**src/rtl/red_region_detector_if.sv**
```systemverilog
// Valid/ready pixel stream with start/end-of-frame markers.
// A producer connects through the master modport and a consumer through the slave modport.
interface red_region_detector_if;
  logic [11:0] data;
  logic        valid;
  logic        sop;
  logic        eop;
  logic        ready;

  modport master (
    output data,
    output valid,
    output sop,
    output eop,
    input  ready
  );

  modport slave (
    input  data,
    input  valid,
    input  sop,
    input  eop,
    output ready
  );
endinterface

```
**src/rtl/red_region_detector.sv**
```systemverilog
// Red region detector: classifies RGB444 pixels as red, streams a binary mask
// through a one-register pipeline stage, and gathers per-frame red statistics
// (total and left/centre/right thirds) plus a steering direction.
module red_region_detector #(
  parameter int          IMG_WIDTH  = 320,
  parameter int          IMG_HEIGHT = 240,
  parameter logic [3:0]  R_MIN      = 4'd10,
  parameter logic [16:0] MIN_PIXELS = 17'd200
) (
  input  logic                         clk_25_vga,
  input  logic                         reset,
  red_region_detector_if.slave         in_st,
  red_region_detector_if.master        out_st,
  input  logic [3:0]                   upper_thresh,
  output logic [16:0]                  red_pixels,
  output logic [16:0]                  red_left,
  output logic [16:0]                  red_centre,
  output logic [16:0]                  red_right,
  output logic [1:0]                   direction,
  output logic                         frame_done
);

  // Column counter only needs to reach IMG_WIDTH-1.
  localparam int COL_W = (IMG_WIDTH > 1) ? $clog2(IMG_WIDTH) : 1;
  // Running counters are as wide as a whole frame needs, capped at the
  // 17-bit statistics width; they stick at their all-ones value.
  localparam int FRAME_PIXELS = IMG_WIDTH * IMG_HEIGHT;
  localparam int FRAME_BITS   = $clog2(FRAME_PIXELS + 1);
  localparam int CNT_W        = (FRAME_BITS < 17) ? ((FRAME_BITS < 1) ? 1 : FRAME_BITS) : 17;

  localparam logic [COL_W-1:0] LAST_COL = COL_W'(IMG_WIDTH - 1);
  localparam logic [COL_W-1:0] BOUND_1  = COL_W'(IMG_WIDTH / 3);
  localparam logic [COL_W-1:0] BOUND_2  = COL_W'((2 * IMG_WIDTH) / 3);
  localparam logic [CNT_W-1:0] CNT_MAX  = '1;

  typedef enum logic {
    IDLE  = 1'b0,
    COUNT = 1'b1
  } state_t;

  // ---------------------------------------------------------------------------
  // Stream stage
  // ---------------------------------------------------------------------------
  logic [11:0] data_reg;
  logic        valid_reg;
  logic        sop_reg;
  logic        eop_reg;
  logic        ready;
  logic        in_xfer;
  logic        is_red;

  // The stage accepts when the output register is empty or draining this cycle.
  assign ready       = out_st.ready | ~valid_reg;
  assign in_st.ready = ready;
  assign in_xfer     = in_st.valid & ready;

  assign is_red = (in_st.data[11:8] >= R_MIN) &
                  (in_st.data[7:4]  <  upper_thresh) &
                  (in_st.data[3:0]  <  upper_thresh);

  assign out_st.data  = data_reg;
  assign out_st.valid = valid_reg;
  assign out_st.sop   = sop_reg;
  assign out_st.eop   = eop_reg;

  // Output register: load on input transfer, empty when drained with nothing new, hold when stalled.
  always_ff @(posedge clk_25_vga or posedge reset) begin
    if (reset) begin
      data_reg  <= 12'h000;
      valid_reg <= 1'b0;
      sop_reg   <= 1'b0;
      eop_reg   <= 1'b0;
    end else if (in_xfer) begin
      data_reg  <= is_red ? 12'hFFF : 12'h000;
      valid_reg <= 1'b1;
      sop_reg   <= in_st.sop;
      eop_reg   <= in_st.eop;
    end else if (out_st.ready) begin
      valid_reg <= 1'b0;
    end
  end

  // ---------------------------------------------------------------------------
  // Frame FSM
  // ---------------------------------------------------------------------------
  state_t state;
  state_t state_next;
  logic   frame_start;  // sop transfer: counters restart with this pixel
  logic   counted;      // this transfer contributes to the running counts
  logic   frame_end;    // eop transfer of a counted frame: latch statistics

  // State register.
  always_ff @(posedge clk_25_vga or posedge reset) begin
    if (reset) begin
      state <= IDLE;
    end else begin
      state <= state_next;
    end
  end

  // Next state and frame event decode; an sop in either state (re)starts a frame.
  always_comb begin
    frame_start = in_xfer & in_st.sop;
    counted     = in_xfer & (in_st.sop | (state == COUNT));
    frame_end   = counted & in_st.eop;
    state_next  = state;
    if (frame_end) begin
      state_next = IDLE;
    end else if (counted) begin
      state_next = COUNT;
    end
  end

  // ---------------------------------------------------------------------------
  // Column tracking
  // ---------------------------------------------------------------------------
  logic [COL_W-1:0] col;
  logic [COL_W-1:0] col_cur;   // column of the pixel being transferred
  logic [COL_W-1:0] col_next;
  logic [3:0]       hit;       // [0] whole frame, [1] left, [2] centre, [3] right

  // Current column, its successor and which third it lies in.
  always_comb begin
    col_cur  = frame_start ? '0 : col;
    col_next = (col_cur == LAST_COL) ? '0 : col_cur + COL_W'(1);
    hit[0]   = 1'b1;
    hit[1]   = (col_cur < BOUND_1);
    hit[2]   = (col_cur >= BOUND_1) & (col_cur < BOUND_2);
    hit[3]   = (col_cur >= BOUND_2);
  end

  // Column advances on every counted transfer and restarts at each frame end.
  always_ff @(posedge clk_25_vga or posedge reset) begin
    if (reset) begin
      col <= '0;
    end else if (frame_end) begin
      col <= '0;
    end else if (counted) begin
      col <= col_next;
    end
  end

  // ---------------------------------------------------------------------------
  // Running counters and latched statistics (total, left, centre, right)
  // ---------------------------------------------------------------------------
  logic [3:0][CNT_W-1:0] sum_final;  // counts including the current pixel
  logic [3:0][CNT_W-1:0] stat_vec;

  genvar gi;
  generate
    for (gi = 0; gi < 4; gi++) begin : g_cnt
      logic [CNT_W-1:0] cnt_reg;
      logic [CNT_W-1:0] stat_reg;
      logic [CNT_W-1:0] base;

      assign base          = frame_start ? '0 : cnt_reg;
      assign sum_final[gi] = (is_red & hit[gi] & (base != CNT_MAX)) ? base + CNT_W'(1) : base;
      assign stat_vec[gi]  = stat_reg;

      // Running count: restart on sop, clear after the frame closes, else accumulate.
      always_ff @(posedge clk_25_vga or posedge reset) begin
        if (reset) begin
          cnt_reg <= '0;
        end else if (frame_end) begin
          cnt_reg <= '0;
        end else if (counted) begin
          cnt_reg <= sum_final[gi];
        end
      end

      // Statistics snapshot of the last completed frame, eop pixel included.
      always_ff @(posedge clk_25_vga or posedge reset) begin
        if (reset) begin
          stat_reg <= '0;
        end else if (frame_end) begin
          stat_reg <= sum_final[gi];
        end
      end
    end
  endgenerate

  // ---------------------------------------------------------------------------
  // Direction and frame_done
  // ---------------------------------------------------------------------------
  logic [16:0] fin_total;
  logic [16:0] fin_left;
  logic [16:0] fin_centre;
  logic [16:0] fin_right;
  logic [1:0]  dir_final;
  logic [1:0]  direction_reg;
  logic        frame_done_reg;

  // Steering from the final totals: none if too few, else largest third (centre, then left on ties).
  always_comb begin
    fin_total  = 17'(sum_final[0]);
    fin_left   = 17'(sum_final[1]);
    fin_centre = 17'(sum_final[2]);
    fin_right  = 17'(sum_final[3]);
    dir_final  = 2'b00;
    if (fin_total >= MIN_PIXELS) begin
      if ((fin_centre >= fin_left) && (fin_centre >= fin_right)) begin
        dir_final = 2'b10;
      end else if (fin_left >= fin_right) begin
        dir_final = 2'b01;
      end else begin
        dir_final = 2'b11;
      end
    end
  end

  // Direction latches alongside the statistics; frame_done pulses for that one cycle.
  always_ff @(posedge clk_25_vga or posedge reset) begin
    if (reset) begin
      direction_reg  <= 2'b00;
      frame_done_reg <= 1'b0;
    end else begin
      frame_done_reg <= frame_end;
      if (frame_end) begin
        direction_reg <= dir_final;
      end
    end
  end

  assign red_pixels = 17'(stat_vec[0]);
  assign red_left   = 17'(stat_vec[1]);
  assign red_centre = 17'(stat_vec[2]);
  assign red_right  = 17'(stat_vec[3]);
  assign direction  = direction_reg;
  assign frame_done = frame_done_reg;

endmodule

```
**src/flat_wrapper.sv**
```systemverilog
// flat-port wrapper written by rule: the top's interface ports become plain ports
module red_region_detector_flat 
#(
  parameter int          IMG_WIDTH  = 320,
  parameter int          IMG_HEIGHT = 240,
  parameter logic [3:0]  R_MIN      = 4'd10,
  parameter logic [16:0] MIN_PIXELS = 17'd200
)
  (clk_25_vga, reset, upper_thresh, red_pixels, red_left, red_centre, red_right, direction, frame_done, in_st_data, in_st_valid, in_st_sop, in_st_eop, in_st_ready, out_st_data, out_st_valid, out_st_sop, out_st_eop, out_st_ready);
  red_region_detector_if in_st_i ();
  red_region_detector_if out_st_i ();
  input  logic clk_25_vga;
  input  logic reset;
  input  logic [3:0] upper_thresh;
  output logic [16:0] red_pixels;
  output logic [16:0] red_left;
  output logic [16:0] red_centre;
  output logic [16:0] red_right;
  output logic [1:0] direction;
  output logic frame_done;
  input wire logic [$bits(in_st_i.data)-1:0] in_st_data;
  input wire logic [$bits(in_st_i.valid)-1:0] in_st_valid;
  input wire logic [$bits(in_st_i.sop)-1:0] in_st_sop;
  input wire logic [$bits(in_st_i.eop)-1:0] in_st_eop;
  output wire logic [$bits(in_st_i.ready)-1:0] in_st_ready;
  output wire logic [$bits(out_st_i.data)-1:0] out_st_data;
  output wire logic [$bits(out_st_i.valid)-1:0] out_st_valid;
  output wire logic [$bits(out_st_i.sop)-1:0] out_st_sop;
  output wire logic [$bits(out_st_i.eop)-1:0] out_st_eop;
  input wire logic [$bits(out_st_i.ready)-1:0] out_st_ready;
  assign in_st_i.data = in_st_data;
  assign in_st_i.valid = in_st_valid;
  assign in_st_i.sop = in_st_sop;
  assign in_st_i.eop = in_st_eop;
  assign in_st_ready = in_st_i.ready;
  assign out_st_data = out_st_i.data;
  assign out_st_valid = out_st_i.valid;
  assign out_st_sop = out_st_i.sop;
  assign out_st_eop = out_st_i.eop;
  assign out_st_i.ready = out_st_ready;
  red_region_detector #(.IMG_WIDTH(IMG_WIDTH), .IMG_HEIGHT(IMG_HEIGHT), .R_MIN(R_MIN), .MIN_PIXELS(MIN_PIXELS)) u_core (.clk_25_vga(clk_25_vga), .reset(reset), .in_st(in_st_i), .out_st(out_st_i), .upper_thresh(upper_thresh), .red_pixels(red_pixels), .red_left(red_left), .red_centre(red_centre), .red_right(red_right), .direction(direction), .frame_done(frame_done));
endmodule
```
**config.mk**
```make
export PLATFORM = sky130hd
export DESIGN_NAME = red_region_detector_flat
export DESIGN_NICKNAME = d
export VERILOG_FILES = /design/src/rtl/red_region_detector_if.sv /design/src/rtl/red_region_detector.sv /design/src/flat_wrapper.sv
export SDC_FILE = /design/constraint.sdc
export NUM_CORES = 1
export LEC_CHECK = 0
export BUFFER_PORTS_ARGS = -buffer_cell sky130_fd_sc_hd__clkbuf_2
export CORE_ASPECT_RATIO = 1.4
export CORE_MARGIN = 5
export CORE_UTILIZATION = 45
export CTS_CLUSTER_SIZE = 24
export DETAILED_ROUTE_END_ITERATION = 6
export PLACE_DENSITY = 0.61
export SLEW_MARGIN = 20
export SYNTH_ARGS = -nofsm -noshare
export SYNTH_HDL_FRONTEND = slang
export SYNTH_SLANG_ARGS = --single-unit
```
**constraint.sdc**
```tcl
create_clock -name clk_25_vga -period 7.8 [get_ports clk_25_vga]
set_clock_uncertainty 0.2 [all_clocks]
set_input_delay 1.17 -clock clk_25_vga [delete_from_list [all_inputs] [get_ports clk_25_vga]]
set_output_delay 1.17 -clock clk_25_vga [all_outputs]
set_load 0.01 [all_outputs]
```
==> impl_metrics.toml <==
[critical_path]
crit_buf_inv = 1
required_ns = 7.91
slowest_stage = "or4_1"
path_common_cell = "a21o_1"
cpPeakStageDelay_ns = 0.68
cp_max_fo = 14
crit_path_end = "u_core.direction[1]"
arrival_ns = 6.61
critical_path_class = "input port to flop"
r2r_setup_slack_ns = 1.75
crit_family = "simple AND/OR/NAND/NOR gates"
cp.depth = 23
critPathLaunch = "out_st_ready"
worstSetupEndpointType = "flop"
timing.rr.start = "u_core.out_st.valid"
crit_chain = "clkbuf_2 > nand2b_4 > nand3_2 > and2_1 > ha_1 > nand2_1 > nor4_1 > and2_1 > ha_1 > or3_1 > or4_1 > o21a_1 > o21ai_1 > ha_1 > a21o_1 > a21o_1 > a21o_1 > a21o_1 > a21oi_1 > nor2_1 > a211oi_1 > or2b_1 > o311a_1"
startpoint_type = "input port"
r2r_cells = 22
r2r_end = "u_core.direction[1]"

[floorplanning]
row_count = 62
top_level_ports = 109
core_mm2 = 0.0206
start_util = 0.457
dieArea_mm2 = 0.0239
die_w_um = 132
die_h_um = 181

[cts]
post_cts.repair.setup_buffers = 0
cts_sinks = 153
clk_pin_slew_ns = 0.06
cts.hold.buffers_added = 0
cts_buffers = 17
cts_resized = 0
clockBufferDepth = 2
clkLatencyLatePin_ns = 0.43
cts-root-buf = "clkbuf_16"
htreeDepth = 4
cts_tree = "done"

[logic_synthesis]
yosysSeqAreaShare = 0.407
ys_top_cells_by_area = "dfrtp_1 (41%), ha_1 (8.5%), nand2_1 (8.0%)"
yosys.area.top_type = "dfrtp_1"
synth_fp_nets = 1187
syn_area_per_cell_um2 = 8.54
synth-edff-count = 0
synthFlopType = "dfrtp_1"
synth_cell_types = 72
yosys.area.top_type_share = 0.407
synth_common_cells = "nand2_1 (201), dfrtp_1 (153), o21ai_0 (128)"
async_reset_ff_frac = 1.00
synth_most_common_cell = "nand2_1"
ys_ff_latch = 153
yosysWarningCount = 0
syn_area_mm2 = 0.00940
syn_inst = 1101

[final_layout]
final_area_mm2 = 0.0107
antenna_cells = 0
largest_register_ffs = 68
nets = 1263
fillers = 1972
drive_above_1_share = 0.150
area_delta_synth_final_pct = 13.6

[timing]
setup_violations = 0
fin_crit_ns = 6.50
finalCritPeriodShare = 0.833
rsz0062_at_grt = "false"
slew_viol_final = 0
clock.fmax_mhz = 154
finalHoldViolCount = 0
worst_pin_slew_ns = 1.04
fin_tns_setup_ns = 0
relSlewSlack = 0.298

[detailed_routing]
first_iter_violations = 527
wl_um = 25700
route.antenna.remaining_nets = 0
vias = 8092
vias_per_cell = 5.60
wl_per_cell_um = 17.8
drt-pass1-iter-count = 7
drc = 0

[pwr]
leakagePower_nw = 5.16
worst_ir_drop_vdd_mv = 0.145
p_per_area_mw_per_mm2 = 172

[global_routing]
grt_antenna_before_repair = 0
grt_max_degree = 98
grt_use_total = 0.216
grt_pass1_vias = 7982
overflow = 0
grt_pass1_wl_um = 41900

[placement]
hpwl_um = 18700
place_congestion = 0.904
postPlaceCellArea_mm2 = 0.0101
io_buffers = 107

[flow_run]
maxCapViolations = 0

[run_status]
status = "complete, no violations"

[min_path]
hold_class = "flop to flop"
==> worst min path at each step <==
stage / startpoint / to / depth (start not counted)
5_1_grt: u_core.red_centre[6] / u_core.red_centre[6] / 2
6_report: u_core.red_pixels[5] / u_core.red_pixels[5] / 2
4_1_cts: u_core.g_cnt[0].cnt_reg[16] / u_core.g_cnt[0].cnt_reg[16] / 2
3_5_place_dp: u_core.red_centre[7] / u_core.red_centre[7] / 2
2_1_floorplan: u_core.g_cnt[0].cnt_reg[16] / u_core.g_cnt[0].cnt_reg[16] / 2
3_3_place_gp: u_core.g_cnt[0].cnt_reg[16] / u_core.g_cnt[0].cnt_reg[16] / 2
==> metal layers <==
layer  up-vias  part of all wire  wire (µm)  track usage
li1       3982                 -          -            -
met1      3879              0.44      11300        0.273
met2       198              0.50      12900        0.381
met3        33             0.040       1030       0.0331
met4         0             0.018        470       0.0609
met5         -                 0          0            0
==> per-stage QoR <==
stage                     setup slack [ns]  std cells  utilization  total power [W]  hold WS, ns
after floorplan                      0.796       1101            -         0.000963        0.242
after global placement               0.902       1414        0.491          0.00102        0.255
after detailed placement             0.799       1414        0.491          0.00102        0.265
after CTS                             1.26       1446        0.520          0.00185        0.279
after global routing                 0.985       1446        0.520          0.00191        0.312
final                                 1.30       1446        0.520          0.00183        0.275
==> worst register-to-register path: stages, from the launching register on <==
cell      delay (ns)
dfrtp_1         0.40
nand2b_4        0.12
nand3_2         0.32
and2_1          0.33
ha_1            0.23
nand2_1         0.08
nor4_1          0.07
and2_1          0.16
ha_1            0.20
or3_1           0.41
or4_1           0.68
o21a_1          0.25
o21ai_1         0.38
ha_1            0.33
a21o_1          0.16
a21o_1          0.17
a21o_1          0.19
a21o_1          0.18
a21oi_1         0.14
nor2_1          0.05
a211oi_1        0.31
or2b_1          0.26
o311a_1         0.32
==> report_power, final <==
| group | switching [W] | leakage [nW] | internal, W |
|---|---|---|---|
| sequential | 0.0000140 | 2.12 | 0.000807 |
| clock | 0.000341 | 0.269 | 0.000488 |
| combinational | 0.000131 | 2.76 | 0.0000539 |
==> kinds of logic (layout without fill, tap and decap cells) <==
| kind of cell | Yosys count | in the layout | synth area share |
|---|---|---|---|
| muxes | 23 | 23 | 0.0254 |
| DFF | 153 | 153 | 0.407 |
| buffers and inverters | 118 | 207 | 0.0531 |
| and+or+nand+nor | 447 | 447 | 0.225 |
| AOI/OAI and AO/OA | 248 | 248 | 0.159 |
| adders and majority gates | 64 | 64 | 0.0852 |
| xor gates and xnor gates | 48 | 48 | 0.0447 |
==> cells in the final DEF (no fill, tap or decap), types with 20 or more instances in the layout <==
cell type / Yosys / routed
xnor2_1: 31 / 31
nor2_1: 71 / 70
inv_1: 51 / 50
clkbuf_2: 0 / 107
nand4_1: 24 / 24
o21ai_0: 128 / 128
nor3_1: 21 / 21
nand3_1: 31 / 30
nand2_1: 201 / 200
dfrtp_1: 153 / 153
ha_1: 64 / 64
a21oi_1: 20 / 20
==> layout make-up <==
cell class,instances,area (µm²),area share
Sequential cell,153,3830,0.358
Multi-Input combinational cell,830,5090,0.477
Clock buffer,22,464,0.0435
Inverter,52,200,0.0187
Timing Repair Buffer,123,656,0.0614
Clock inverter,10,120,0.0112
Tap cell,256,320,0.0300
Note: power is estimated with default switching activity, not from simulation.
